File: src/rtl/decoder_nx2n_scan.sv
// decoder_nx2n_scan: N-to-2^N one-hot decoder with registered output.
// Direct mode holds a loaded code; scan mode walks the one-hot output through
// every line, holding each line for dwell+1 cycles.
//
// state  | meaning
// IDLE   | outputs inactive, waiting for an enabled load
// DIRECT | holding the loaded code on data_out
// SCAN   | stepping index every dwell+1 cycles, wrapping modulo 2**N_IN
module decoder_nx2n_scan #(
    parameter int N_IN    = 3,
    parameter int DWELL_W = 4
) (
    input  logic                 clk,
    input  logic                 rst,
    input  logic                 en,
    input  logic                 load,
    input  logic                 mode,
    input  logic [N_IN-1:0]      data_in,
    input  logic [DWELL_W-1:0]   dwell,
    output logic [2**N_IN-1:0]   data_out,
    output logic [N_IN-1:0]      index,
    output logic                 wrap
);

    localparam int W = 2**N_IN;

    typedef enum logic [1:0] {
        IDLE   = 2'd0,
        DIRECT = 2'd1,
        SCAN   = 2'd2
    } state_t;

    state_t             state;
    logic [DWELL_W-1:0] dwell_q;
    logic [DWELL_W-1:0] dwell_cnt;
    logic [N_IN-1:0]    index_nxt;
    logic               dwell_done;

    function automatic logic [W-1:0] onehot(input logic [N_IN-1:0] code);
        return W'(1) << code;
    endfunction

    assign index_nxt  = index + N_IN'(1);
    assign dwell_done = (dwell_cnt == dwell_q);

    // Mode FSM, dwell timer and registered decoder outputs.
    always_ff @(posedge clk or posedge rst) begin
        if (rst) begin
            state     <= IDLE;
            data_out  <= '0;
            index     <= '0;
            wrap      <= 1'b0;
            dwell_q   <= '0;
            dwell_cnt <= '0;
        end else if (!en) begin
            // index is deliberately held so software can see where it stopped
            state     <= IDLE;
            data_out  <= '0;
            wrap      <= 1'b0;
            dwell_cnt <= '0;
        end else if (load) begin
            state     <= mode ? SCAN : DIRECT;
            index     <= data_in;
            data_out  <= onehot(data_in);
            wrap      <= 1'b0;
            dwell_q   <= dwell;
            dwell_cnt <= '0;
        end else begin
            case (state)
                SCAN: begin
                    if (dwell_done) begin
                        dwell_cnt <= '0;
                        index     <= index_nxt;
                        data_out  <= onehot(index_nxt);
                        wrap      <= (index == {N_IN{1'b1}});
                    end else begin
                        dwell_cnt <= dwell_cnt + DWELL_W'(1);
                        wrap      <= 1'b0;
                    end
                end
                DIRECT: begin
                    wrap <= 1'b0;
                end
                default: begin
                    data_out <= '0;
                    wrap     <= 1'b0;
                end
            endcase
        end
    end

endmodule

File: config.mk
export PLATFORM = sky130hd
export DESIGN_NAME = decoder_nx2n_scan
export DESIGN_NICKNAME = d
export VERILOG_FILES = /design/src/rtl/decoder_nx2n_scan.sv
export SDC_FILE = /design/constraint.sdc
export NUM_CORES = 1
export LEC_CHECK = 0
export CORE_ASPECT_RATIO = 1.2
export CORE_MARGIN = 4
export CORE_UTILIZATION = 55
export DETAILED_ROUTE_END_ITERATION = 6
export PLACE_DENSITY = 0.8
export RECOVER_POWER = 100
export SLEW_MARGIN = 20
export SYNTH_ARGS = -nofsm -noshare
export SYNTH_HDL_FRONTEND = slang
export SYNTH_SLANG_ARGS = --single-unit
File: constraint.sdc
create_clock -name clk -period 5.2 [get_ports clk]
set_input_delay 1.04 -clock clk [delete_from_list [all_inputs] [get_ports clk]]
set_output_delay 1.04 -clock clk [all_outputs]
set_load 0.005 [all_outputs]
Yosys cells after proc, flatten, opt, wreduce, memory -nomap -nowiden
Cells that the tools add are included.
{ "classes": {"n_addsub": 2, "multipliers": 0, "div": 0, "n_lt_le_gt_ge": 0, "n_eq_ne": 8, "shifts": 2, "n_mux": 18, "bitwise": 0, "n_reduce_logical": 5} }
{ "op_table": {"columns": ["operator", "n"], "rows": [
  ["$mux 8", 3],
  ["$mux 4", 4],
  ["$pmux 8 s2", 1],
  ["$shl 1x3->8 const A", 2],
  ["$mux 3", 3],
  ["$mux 2", 3],
  ["$add 4x1->4 const B", 1],
  ["$eq 4x4->1", 1],
  ["$mux 1", 4],
  ["$ne 4x4->1 const B", 1],
  ["$reduce_and 2->1", 2],
  ["$reduce_bool 2->1", 2],
  ["$add 3x1->3 const B", 1],
  ["$eq 3x3->1 const B", 1],
  ["$ne 3x1->1 const B", 1],
  ["$ne 3x3->1 const B", 1],
  ["$reduce_and 3->1", 1],
  ["$eq 2x1->1 const B", 1],
  ["$eq 2x2->1 const B", 1],
  ["$ne 2x1->1 const B", 1]
]} }
{ "word_totals": {"ff_bits": 22, "latchBits": 0, "ram_bits": 0, "romBits": 0, "in_bits": 12, "out_inout_bits": 12, "word_cells": 41, "n_memories": 0} }

Longest topological paths before layout
Gate-level depths: netlist of run 1.
{ "depth": {"depth_word": 6, "mapped_depth": 6} }

Worst setup path after synthesis of run 1
OpenSTA, ideal clock, no wires.
{ "synth_timing": {"path_type": "input -> register", "startpoint": "in load", "endpoint": "reg index[2]", "setup_time_ns": 0.128, "arrival_time_ns": 1.868, "slack_ns": 3.204, "stages": 5, "n_path_buf": 1, "path_cell_list": "buf_2 mux2_2 and3_1 mux2i_1 nand3_1"} }
{ "synth_between": {"elab_chain_cells": 2} }
{ "synth_rtl": {"columns": ["element", "line", "source"], "rows": [
  ["from (decl)", "16", "input logic load,"],
  ["$reduce_bool 2->1 (no source line)", null, null],
  ["$reduce_and 3->1 (no source line)", null, null],
  ["to (signal assigned)", "63", "index <= data_in;"],
  ["to (signal assigned)", "73", "index <= index_nxt;"],
  ["to (decl)", "21", "output logic [N_IN-1:0] index,"]
]} }
Parallel ways exist; a longest one is shown, timed or not.
A chain may end at the register's enable or synchronous reset.

Worst setup path in the final report of run 1
{ "layout_timing": {"startpoint": "in load", "endpoint": "reg data_out[0]"} }
{ "layout_between": {"elab_chain_cells": 2} }
{ "layout_rtl": {"columns": ["element", "line", "source"], "rows": [
  ["$ne 4x4->1 (no source line) (tied with other cells)", null, null],
  ["$reduce_and 2->1 (no source line) or $mux 8 (tied branches)", null, null],
  ["to (signal assigned)", "64", "data_out <= onehot(data_in);"],
  ["to (signal assigned)", "74", "data_out <= onehot(index_nxt);"],
  ["to (decl)", "20", "output logic [2**N_IN-1:0] data_out,"]
]} }
Parallel ways exist; a longest one is shown, timed or not.

==> results of run 1 <==
-- sequential cells by signal, indices dropped and copies added (netlist names) --
signal	cells
dwell_cnt	4
dwell_q	4
data_out	8
wrap	1
state	2
index	3
-- cell usage in the layout, fill, tap and decap left out, drive strengths merged, types with 2 or more instances in the layout --
cell,synthesis,final
clkbuf,1,3
nand2,7,7
a22o,3,3
a21oi,2,2
dlygate4sd3,0,15
clkdlybuf4s50,0,8
mux2,9,9
a32o,6,6
nand3,4,4
and3,2,2
nand2b,3,3
xnor2,5,5
nor2,8,8
a31oi,2,2
mux2i,3,3
inv,7,7
ha,7,7
dfrtp,22,22
nor2b,3,3
o31ai,4,4
nor3,2,2
-- logic make-up after synthesis --
group	Yosys count	share of synthesized area
buffers and inverters	10	0.0317
adder cells (fa/ha/maj)	7	0.0693
XOR/XNOR	5	0.0347
multiplexers	12	0.104
flip-flops	22	0.436
AND/OR/NAND/NOR	36	0.160
AO/OA/AOI/OAI	25	0.164
-- final timing paths --
check / start / end / slack, ns / cells past startpoint
setup / recovery: load / data_out[0]$_DFFE_PP0P_ / 2.50 / 5
hold / removal: data_out[5]$_DFFE_PP0P_ / data_out[5]$_DFFE_PP0P_ / 0.52 / 1
setup reg to reg: dwell_cnt[0]$_DFFE_PP0P_ / data_out[0]$_DFFE_PP0P_ / 3.19 / 4
hold reg to reg: data_out[5]$_DFFE_PP0P_ / data_out[5]$_DFFE_PP0P_ / 0.52 / 1
max in group asynchronous: rst / dwell_cnt[3]$_DFFE_PP0P_ / 3.39 / 2
min in group asynchronous: rst / dwell_q[1]$_DFFE_PP0P_ / 1.31 / 2
-- metrics by stage --
stage                     setup WS (ns)  total power [W]
after floorplan                    3.20         0.000244
after global placement             2.39         0.000276
after detailed placement           2.35         0.000279
after CTS                          2.67         0.000412
after global routing               2.36         0.000426
final                              2.50         0.000406
-- per-layer routing --
metal,track usage,share of wire,vias up
li1,-,-,476
met1,0.250,0.44,460
met2,0.322,0.49,42
met3,0.0319,0.052,8
met4,0.0974,0.015,0
met5,0,0,-
-- power by group --
part	leakage, nW	switching [W]	internal, W
Combinational	0.408	0.0000383	0.0000413
Sequential	0.285	0.0000117	0.000182
Clock	0.0279	0.0000545	0.0000779
Total	0.722	0.000104	0.000301
-- cell type report --
class,count,area share
inverter,7,0.0168
tap,30,0.0240
clock inverter,1,0.0192
sequential,22,0.351
multi-input combinational,85,0.427
timing repair buffer,23,0.147
clock buffer,3,0.0144
==> flow_summary.html, run 1 <==
<table>
<tr><th>Metric</th><th>Value</th></tr>
<tr><th colspan="2">Critical path</th></tr>
<tr><td>Crit-path max cell delay</td><td>0.80 ns</td></tr>
<tr><td>Type of the worst setup path</td><td>input port to flop</td></tr>
<tr><td>Crit path max fanout</td><td>14</td></tr>
<tr><td>Top Family by Delay on Critical Path</td><td>buffers and inverters</td></tr>
<tr><td>CP cell instances</td><td>dlygate4sd3_1 -&gt; nand2b_1 -&gt; nor2_1 -&gt; a21oi_1 -&gt; mux2_2</td></tr>
<tr><td>Required @ worst endpoint</td><td>5.41 ns</td></tr>
<tr><td>CP Buf/Inv Count</td><td>1</td></tr>
<tr><td>Critical path startpoint category</td><td>input port</td></tr>
<tr><td>Critical path endpoint category</td><td>flop</td></tr>
<tr><td>Data arrival time at the worst-slack endpoint</td><td>2.91 ns</td></tr>
<tr><td>Crit path max-delay cell type</td><td>sky130_fd_sc_hd__dlygate4sd3_1</td></tr>
<tr><th colspan="2">Detailed routing</th></tr>
<tr><td>Average detailed-routed wire length per instance</td><td>15.9 um</td></tr>
<tr><td>Remaining antenna violation count after routing</td><td>0</td></tr>
<tr><td>DR vias</td><td>986</td></tr>
<tr><td>Iter 0 DRT Violations</td><td>43</td></tr>
<tr><td># DRC</td><td>0</td></tr>
<tr><td>Routed WL</td><td>2710 um</td></tr>
<tr><td>Via-to-Cell Ratio</td><td>5.77</td></tr>
<tr><td>First-pass iteration count of the detailed router</td><td>4</td></tr>
<tr><th colspan="2">Layout</th></tr>
<tr><td>Synthesis-to-finish area growth</td><td>24.0%</td></tr>
<tr><td>Fraction of final layout cells sized beyond drive strength 1</td><td>0.113</td></tr>
<tr><td>Utilization after layout</td><td>0.740</td></tr>
<tr><td>Diode insertion count for antenna repair</td><td>0</td></tr>
<tr><td>Finished Layout Cells</td><td>171</td></tr>
<tr><td>Combined flip-flop and latch cell area</td><td>551 um^2</td></tr>
<tr><td>Net total in the final layout</td><td>161</td></tr>
<tr><td>Area of the multi-input gates</td><td>669 um^2</td></tr>
<tr><td>FILL cells</td><td>166</td></tr>
<tr><td>Post-layout instance area</td><td>1570 um^2</td></tr>
<tr><th colspan="2">Power and ir drop</th></tr>
<tr><td>Leakage power total</td><td>0.722 nW</td></tr>
<tr><td>VDD IR max</td><td>0.214 mV</td></tr>
<tr><td>Pwr/cell area</td><td>259 nW/um^2</td></tr>
<tr><th colspan="2">STA</th></tr>
<tr><td>Least-Margin Pin Slew</td><td>0.817 ns</td></tr>
<tr><td>Setup violations, final</td><td>0</td></tr>
<tr><td>Hold violation total from the final report</td><td>0</td></tr>
<tr><td>Worst-case clock skew</td><td>0.00106 ns</td></tr>
<tr><td>Aggregate negative setup slack</td><td>0 ns</td></tr>
<tr><td>Pins Over Slew Limit</td><td>0</td></tr>
<tr><td>Worst slew margin</td><td>0.455</td></tr>
<tr><td>RSZ-0062 raised after global routing</td><td>false</td></tr>
<tr><td>Final critical-path required period</td><td>2.70 ns</td></tr>
<tr><td>Achievable clock frequency</td><td>0.370 GHz</td></tr>
<tr><td>Portion of the clock cycle consumed by the worst path in the final layout</td><td>0.519</td></tr>
<tr><td>Worst-case hold slack</td><td>0.521 ns</td></tr>
<tr><th colspan="2">Global routing</th></tr>
<tr><td>Overall routing resource usage</td><td>0.196</td></tr>
<tr><td>Wire length of the first global-routing pass</td><td>4490 um</td></tr>
<tr><td>Vias in the first global route</td><td>1020</td></tr>
<tr><td>Initial antenna violation count</td><td>0</td></tr>
<tr><td>Largest net degree at the start of global routing</td><td>23</td></tr>
<tr><td>Congestion Overflow GR</td><td>0</td></tr>
<tr><th colspan="2">Flow run</th></tr>
<tr><td>Max-cap violations</td><td>0</td></tr>
<tr><th colspan="2">Synth</th></tr>
<tr><td>Total of warnings raised by yosys</td><td>0</td></tr>
<tr><td>Synth top area cells</td><td>sky130_fd_sc_hd__dfrtp_1 (44%), sky130_fd_sc_hd__mux2_2 (8.0%), sky130_fd_sc_hd__ha_1 (6.9%)</td></tr>
<tr><td>Top-count cell post-synth</td><td>sky130_fd_sc_hd__dfrtp_1</td></tr>
<tr><td>Biggest area consumer among synthesized cells</td><td>sky130_fd_sc_hd__dfrtp_1</td></tr>
<tr><td>EDFF count, synth</td><td>0</td></tr>
<tr><td>FFs w/ async S/R, synth</td><td>1.00</td></tr>
<tr><td>Commonest register cell after synthesis</td><td>sky130_fd_sc_hd__dfrtp_1</td></tr>
<tr><td>Mapped Nets</td><td>136</td></tr>
<tr><td>Area share of the largest cell type after synthesis</td><td>0.436</td></tr>
<tr><td>Post-Synthesis Mean Instance Area</td><td>10.8 um^2</td></tr>
<tr><td>Post-synth cell types</td><td>36</td></tr>
<tr><td>Cell area after synthesis</td><td>1260 um^2</td></tr>
<tr><td>Flop and latch count out of synthesis</td><td>22</td></tr>
<tr><td>Most frequent cells after synthesis</td><td>sky130_fd_sc_hd__dfrtp_1 (22), sky130_fd_sc_hd__mux2_2 (9), sky130_fd_sc_hd__nor2_1 (8)</td></tr>
<tr><td>Seq/Total Area, Yosys</td><td>0.436</td></tr>
<tr><td>Number of instances in the synthesized netlist</td><td>117</td></tr>
<tr><th colspan="2">CTS</th></tr>
<tr><td>Buffer count from post-CTS setup fixing</td><td>0</td></tr>
<tr><td>CTS sink cnt</td><td>22</td></tr>
<tr><td>Clock H-tree levels</td><td>1</td></tr>
<tr><td>CTS Root Buffer Type</td><td>sky130_fd_sc_hd__clkbuf_4</td></tr>
<tr><td>Post-cts gate resize count</td><td>0</td></tr>
<tr><td>Clock transition at the registers of the reported paths</td><td>0.13 ns</td></tr>
<tr><td>CTS tree</td><td>yes</td></tr>
<tr><td>Number of CTS-inserted buffers</td><td>3</td></tr>
<tr><td>Clock latency reported for the late side of the worst-skew pair</td><td>0.31 ns</td></tr>
<tr><td># hold bufs at CTS</td><td>0</td></tr>
<tr><td>Maximum root-to-sink buffer count</td><td>2</td></tr>
<tr><th colspan="2">Placed design</th></tr>
<tr><td>Routability cong.</td><td>0.945</td></tr>
<tr><td>Number of placed instances with taps included</td><td>167</td></tr>
<tr><td>Count of buffers inserted at the top-level ports</td><td>23</td></tr>
<tr><td>Post-detail-place hpwl</td><td>1990 um</td></tr>
<tr><td>Post-Place Cell Area</td><td>1520 um^2</td></tr>
<tr><th colspan="2">Floorplan</th></tr>
<tr><td>FP Rows</td><td>18</td></tr>
<tr><td>Total I/O pin count</td><td>24</td></tr>
<tr><td>Starting density of the core</td><td>0.597</td></tr>
<tr><td>Total Die Area</td><td>3130 um^2</td></tr>
<tr><td>Overall die width</td><td>51.8 um</td></tr>
<tr><td>Die outline height</td><td>60.5 um</td></tr>
<tr><td>Floorplan core area</td><td>2120 um^2</td></tr>
<tr><th colspan="2">Hold path</th></tr>
<tr><td>Worst min-delay path class</td><td>flop to flop</td></tr>
<tr><th colspan="2">Outcome</th></tr>
<tr><td>Status</td><td>finished, final reports clean</td></tr>
</table>
Power figures use the tool's default switching activity.
==> inputs of run 2 (changes only) <==
- CORE_UTILIZATION: 55 -> 51
- PLACE_DENSITY: 0.8 -> 0.75
- clock period: 5.2 -> 2.8 ns (I/O delays scaled with it)
==> flow_summary.html, run 2 (synthesis results as in run 1) <==
<table>
<tr><th>Metric</th><th>Value</th></tr>
<tr><th colspan="2">Power and ir drop</th></tr>
<tr><td>Pwr/cell area</td><td>420 nW/um^2 (+62%)</td></tr>
<tr><td>VDD IR max</td><td>0.323 mV (+51%)</td></tr>
<tr><td>Leakage power total</td><td>0.712 nW (-1.3%)</td></tr>
<tr><th colspan="2">Global routing</th></tr>
<tr><td>Congestion Overflow GR</td><td>0 (unchanged)</td></tr>
<tr><td>Initial antenna violation count</td><td>0 (unchanged)</td></tr>
<tr><td>Wire length of the first global-routing pass</td><td>4820 um (+7.4%)</td></tr>
<tr><td>Vias in the first global route</td><td>1096 (+7.5%)</td></tr>
<tr><td>Largest net degree at the start of global routing</td><td>23 (unchanged)</td></tr>
<tr><td>Overall routing resource usage</td><td>0.193 (-0.00260)</td></tr>
<tr><th colspan="2">Detailed routing</th></tr>
<tr><td>Routed WL</td><td>2800 um (+3.2%)</td></tr>
<tr><td>Via-to-Cell Ratio</td><td>5.83 (+1.1%)</td></tr>
<tr><td>Remaining antenna violation count after routing</td><td>0 (unchanged)</td></tr>
<tr><td>Average detailed-routed wire length per instance</td><td>16.3 um (+2.6%)</td></tr>
<tr><td>DR vias</td><td>1003 (+1.7%)</td></tr>
<tr><td>Iter 0 DRT Violations</td><td>28 (-35%)</td></tr>
<tr><td># DRC</td><td>0 (unchanged)</td></tr>
<tr><td>First-pass iteration count of the detailed router</td><td>4 (unchanged)</td></tr>
<tr><th colspan="2">Critical path</th></tr>
<tr><td>Crit-path max cell delay</td><td>0.82 ns (+0.02 ns)</td></tr>
<tr><td>Crit path max fanout</td><td>14 (unchanged)</td></tr>
<tr><td>CP Buf/Inv Count</td><td>1 (unchanged)</td></tr>
<tr><td>Required @ worst endpoint</td><td>2.99 ns (-2.42 ns)</td></tr>
<tr><td>R2R cell count</td><td>4 (unchanged)</td></tr>
<tr><td>Number of cells on the critical path</td><td>5 (unchanged)</td></tr>
<tr><td>Data arrival time at the worst-slack endpoint</td><td>2.48 ns (-0.43 ns)</td></tr>
<tr><td>Critical path startpoint category</td><td>input port</td></tr>
<tr><td>CP cell instances</td><td>dlygate4sd3_1 -&gt; nand2b_1 -&gt; nor2_1 -&gt; a21oi_1 -&gt; mux2_2</td></tr>
<tr><td>Top Family by Delay on Critical Path</td><td>buffers and inverters</td></tr>
<tr><td>Critical path endpoint category</td><td>flop</td></tr>
<tr><td>Type of the worst setup path</td><td>input port to flop</td></tr>
<tr><td>Crit path max-delay cell type</td><td>sky130_fd_sc_hd__dlygate4sd3_1</td></tr>
<tr><th colspan="2">Hold path</th></tr>
<tr><td>Worst min-delay path class</td><td>flop to flop</td></tr>
<tr><td>Cells on Worst Hold Path</td><td>1 (unchanged)</td></tr>
<tr><th colspan="2">STA</th></tr>
<tr><td>RSZ-0062 raised after global routing</td><td>false</td></tr>
<tr><td>Least-Margin Pin Slew</td><td>0.846 ns (+0.0287 ns)</td></tr>
<tr><td>Pins Over Slew Limit</td><td>0 (unchanged)</td></tr>
<tr><td>Aggregate negative setup slack</td><td>0 ns (unchanged)</td></tr>
<tr><td>Worst-case clock skew</td><td>0.00831 ns (+0.00725 ns)</td></tr>
<tr><td>Worst slew margin</td><td>0.435 (-0.0191)</td></tr>
<tr><td>Minimum setup slack in the final design</td><td>0.517 ns (-1.98 ns)</td></tr>
<tr><td>Setup violations, final</td><td>0 (unchanged)</td></tr>
<tr><td>Achievable clock frequency</td><td>0.438 GHz</td></tr>
<tr><td>Hold violation total from the final report</td><td>0 (unchanged)</td></tr>
<tr><td>Final critical-path required period</td><td>2.28 ns</td></tr>
<tr><td>Portion of the clock cycle consumed by the worst path in the final layout</td><td>0.815</td></tr>
<tr><th colspan="2">Floorplan</th></tr>
<tr><td>Die outline height</td><td>62.5 um (+3.3%)</td></tr>
<tr><td>FP Rows</td><td>19 (+1)</td></tr>
<tr><td>Overall die width</td><td>53.4 um (+3.3%)</td></tr>
<tr><td>Total Die Area</td><td>3340 um^2 (+6.7%)</td></tr>
<tr><td>Floorplan core area</td><td>2330 um^2 (+10%)</td></tr>
<tr><td>Total I/O pin count</td><td>24 (unchanged)</td></tr>
<tr><td>Starting density of the core</td><td>0.542 (-0.0545)</td></tr>
<tr><th colspan="2">Layout</th></tr>
<tr><td>Register name with the most flops</td><td>data_out</td></tr>
<tr><td>Synthesis-to-finish area growth</td><td>22.3%</td></tr>
<tr><td>Post-layout instance area</td><td>1550 um^2 (-1.4%)</td></tr>
<tr><td>Fraction of final layout cells sized beyond drive strength 1</td><td>0.113 (unchanged)</td></tr>
<tr><td>Net total in the final layout</td><td>162 (+0.62%)</td></tr>
<tr><td>Most frequent cells in the layout</td><td>sky130_fd_sc_hd__dfrtp_1 (22), sky130_fd_sc_hd__dlygate4sd3_1 (14), sky130_fd_sc_hd__mux2_2 (9), sky130_fd_sc_hd__clkdlybuf4s50_1 (9), sky130_fd_sc_hd__nor2_1 (8)</td></tr>
<tr><td>Diode insertion count for antenna repair</td><td>0 (unchanged)</td></tr>
<tr><td>FILL cells</td><td>210 (+27%)</td></tr>
<tr><td>Most common cell after layout, fill and taps aside</td><td>sky130_fd_sc_hd__dfrtp_1</td></tr>
<tr><td>Number of flip-flops in the largest register</td><td>8 (unchanged)</td></tr>
<tr><td>Biggest registers after layout</td><td>data_out: 8 flops, dwell_cnt: 4 flops, dwell_q: 4 flops</td></tr>
<tr><th colspan="2">CTS</th></tr>
<tr><td>CTS Root Buffer Type</td><td>sky130_fd_sc_hd__clkbuf_4</td></tr>
<tr><td>Buffer count from post-CTS setup fixing</td><td>0 (unchanged)</td></tr>
<tr><td>CTS sink cnt</td><td>22 (unchanged)</td></tr>
<tr><td>Maximum root-to-sink buffer count</td><td>2 (unchanged)</td></tr>
<tr><td># hold bufs at CTS</td><td>0 (unchanged)</td></tr>
<tr><td>Number of CTS-inserted buffers</td><td>3 (unchanged)</td></tr>
<tr><td>Clock latency reported for the late side of the worst-skew pair</td><td>0.31 ns (about the same)</td></tr>
<tr><td>Post-cts gate resize count</td><td>0 (unchanged)</td></tr>
<tr><td>Clock transition at the registers of the reported paths</td><td>0.11 ns (-0.02 ns)</td></tr>
<tr><td>CTS tree</td><td>yes</td></tr>
<tr><td>Clock H-tree levels</td><td>1 (unchanged)</td></tr>
<tr><th colspan="2">Placed design</th></tr>
<tr><td>Routability cong.</td><td>0.858 (-9.1%)</td></tr>
<tr><td>Post-Place Cell Area</td><td>1530 um^2 (+0.58%)</td></tr>
<tr><td>Dpl ws</td><td>0.394 ns (-1.95 ns)</td></tr>
<tr><td>Post-detail-place hpwl</td><td>2190 um (+10%)</td></tr>
<tr><td>Count of buffers inserted at the top-level ports</td><td>23 (unchanged)</td></tr>
<tr><th colspan="2">Flow run</th></tr>
<tr><td>Max-cap violations</td><td>0 (unchanged)</td></tr>
<tr><th colspan="2">Outcome</th></tr>
<tr><td>Status</td><td>finished, final reports clean</td></tr>
</table>
## run 2: layer usage
layer,routed length (um),global-route usage,vias to the layer above,share of wire
met5,0,0,-,0
met4,48,0.0735,0,0.017
met3,89,0.0334,6,0.032
met2,1500,0.325,20,0.54
met1,1160,0.236,499,0.41
li1,-,-,478,-
## run 2: final timing paths
kind / from / to / slack, ns
setup / recovery: load / data_out[0]$_DFFE_PP0P_ / 0.52
hold / removal: data_out[5]$_DFFE_PP0P_ / data_out[5]$_DFFE_PP0P_ / 0.50
setup reg to reg: dwell_cnt[1]$_DFFE_PP0P_ / data_out[0]$_DFFE_PP0P_ / 0.76
hold reg to reg: data_out[5]$_DFFE_PP0P_ / data_out[5]$_DFFE_PP0P_ / 0.50
max in group asynchronous: rst / data_out[7]$_DFFE_PP0P_ / 1.43
min in group asynchronous: rst / dwell_q[2]$_DFFE_PP0P_ / 0.85
## run 2: worst register-to-register path: cells and delay by family, from the launching register on
| family | cells | cell delay [ns] |
|---|---|---|
| AND/OR/NAND/NOR | 1 | 0.42 |
| multiplexers | 1 | 0.39 |
| AO/OA/AOI/OAI | 1 | 0.50 |
| XOR/XNOR | 1 | 0.18 |
| flip-flops | 1 | 0.44 |
## run 2: layout make-up
cell class,instances,area (um^2),area share
Multi-Input combinational cell,85,669,0.433
Sequential cell,22,551,0.356
Timing Repair Buffer,24,238,0.154
Tap cell,31,38.8,0.0251
Inverter,7,26.3,0.0170
Clock buffer,3,22.5,0.0146
## run 2: power breakdown
group | internal, W | total, W | switching (W)
sequential | 0.000338 | 0.000359 | 0.0000211
clock | 0.0000502 | 0.000142 | 0.0000920
combinational | 0.0000775 | 0.000148 | 0.0000707
## run 2: through the flow
step | utilization | hold slack (ns) | instances | total power, W
after detailed placement | 0.655 | 0.492 | 169 | 0.000519
after CTS | 0.665 | 0.518 | 172 | 0.000660
after global routing | 0.663 | 0.541 | 172 | 0.000692
after floorplan | - | 0.489 | 117 | 0.000454
final | 0.663 | 0.502 | 172 | 0.000650
after global placement | 0.655 | 0.477 | 169 | 0.000515
==> edit: new RTL, config.mk and constraints of run 2 <==
Add an input register stage for `mode`, cleared by the reset; this delays it by one clock. The other inputs are not delayed to match.
--- a/src/rtl/decoder_nx2n_scan.sv
+++ b/src/rtl/decoder_nx2n_scan.sv
@@ -32,2 +32,12 @@
 
+    logic mode_q;
+
+    always_ff @(posedge clk or posedge rst) begin
+        if (rst) begin
+            mode_q <= '0;
+        end else begin
+            mode_q <= mode;
+        end
+    end
+
     state_t             state;
@@ -61,3 +71,3 @@
         end else if (load) begin
-            state     <= mode ? SCAN : DIRECT;
+            state     <= mode_q ? SCAN : DIRECT;
             index     <= data_in;
Check against the original RTL: not equivalent (a bounded check fails within 4 cycles, from zero or initial values and one cycle with rst high).
==> edit against run 2 <==
- setup slack gained 0.028 ns
- clock skew is 0.0037 ns higher
- sequential cell count grew 1
- synthesized area rose by 0.89%
- routed wire length increased by 0.32%
- final area rose by 0.65%
- power up 3.0%
- critical path depth is 1 higher
- clock power increased by 8%
==> edit: results (changes against run 2) <==
status: "completed"
drt-total-wl_um: 2810  # +0.32%
power.share.clock_pct: 22.8  # +0.9 points
synth_fa_ha_area_share_pct: 6.87  # -0.061 points
worst_pin_slew_ns: 0.870  # +0.0245 ns
track_usage_pct: 19.0  # -0.29 points
layout_setup_ws_ns: 0.545  # +0.0276 ns
wl_met1_um: 1230  # +6.0%
placed_cell_area_um2: 1530  # +0.33%
met3_length_um: 93  # +4.5%
num-nets-final: 163  # +0.62%
gp_congestion: 0.841  # -2.1%
r2r_setup_slack_ns: 0.83  # +0.07 ns
via_count: 1013  # +1.0%
gr-usage-met1_pct: 24.5  # +0.91 points
holdCritStartpoint: "data_out[7]$_DFFE_PP0P_"
seqPwrFrac_pct: 56.2  # +0.9 points
hold_end: "data_out[7]$_DFFE_PP0P_"
r2r-end: "data_out[1]$_DFFE_PP0P_"
drt_iter0_drc: 21  # -25%
ir_drop_uv: 319  # -1.2%
r2r-start: "dwell_cnt[0]$_DFFE_PP0P_"
synth_area_leaders: "dfrtp_1 (45%), mux2_2 (7.1%), ha_1 (6.9%)"
crit_end: "data_out[1]$_DFFE_PP0P_"
synth.area.mux_share_pct: 7.07  # -3.3 points
pre_cts_ws_ns: 0.462  # +0.0683 ns
met3_usage_pct: 2.63  # -0.72 points
synth_compound_area_share_pct: 17.3  # +0.84 points
grt_first_pass_wirelength_um: 4880  # +1.3%
seq_area_frac_synth_pct: 45.1  # +1.6 points
synth_xor_area_share_pct: 2.75  # -0.72 points
gr-usage-met2_pct: 31.7  # -0.77 points
crit_fanout: 11  # -3
synthDistinctLibCells: 35  # -2.8%
synth_top_cells_by_count: "dfrtp_1 (23), nand2_1 (9), a32o_1 (8), mux2_2 (8), ha_1 (7)"
## edit: changes by cell type in the layout (fill, tap and decap cells not counted), sizes merged, moves of 2 or more
cell and delta:
o31ai -3, nor2b +2, nand2 +2, a21oi +3, inv -3, mux2i -3, nor2 -2, a32o +2
o21ai +2
## edit: area by class of cell
class	instances	area, µm²
Clock inverter	1	5.00
Timing Repair Buffer	25	241
Clock buffer	3	22.5
Inverter	4	15.0
Multi-Input combinational cell	87	657
Sequential cell	23	576
Tap cell	31	38.8
Fill cell	202	774
## edit: per-stage QoR
| step | std cells | hold slack, ns | power, mW | util, % |
|---|---|---|---|---|
| 3_5_place_dp | 170 | 0.486 | 0.529 | 65.7 |
| 6_report | 174 | 0.512 | 0.669 | 66.8 |
| 3_3_place_gp | 170 | 0.486 | 0.524 | 65.7 |
| 2_1_floorplan | 119 | 0.489 | 0.464 | - |
| 4_1_cts | 174 | 0.521 | 0.682 | 66.9 |
| 5_1_grt | 174 | 0.547 | 0.709 | 66.8 |
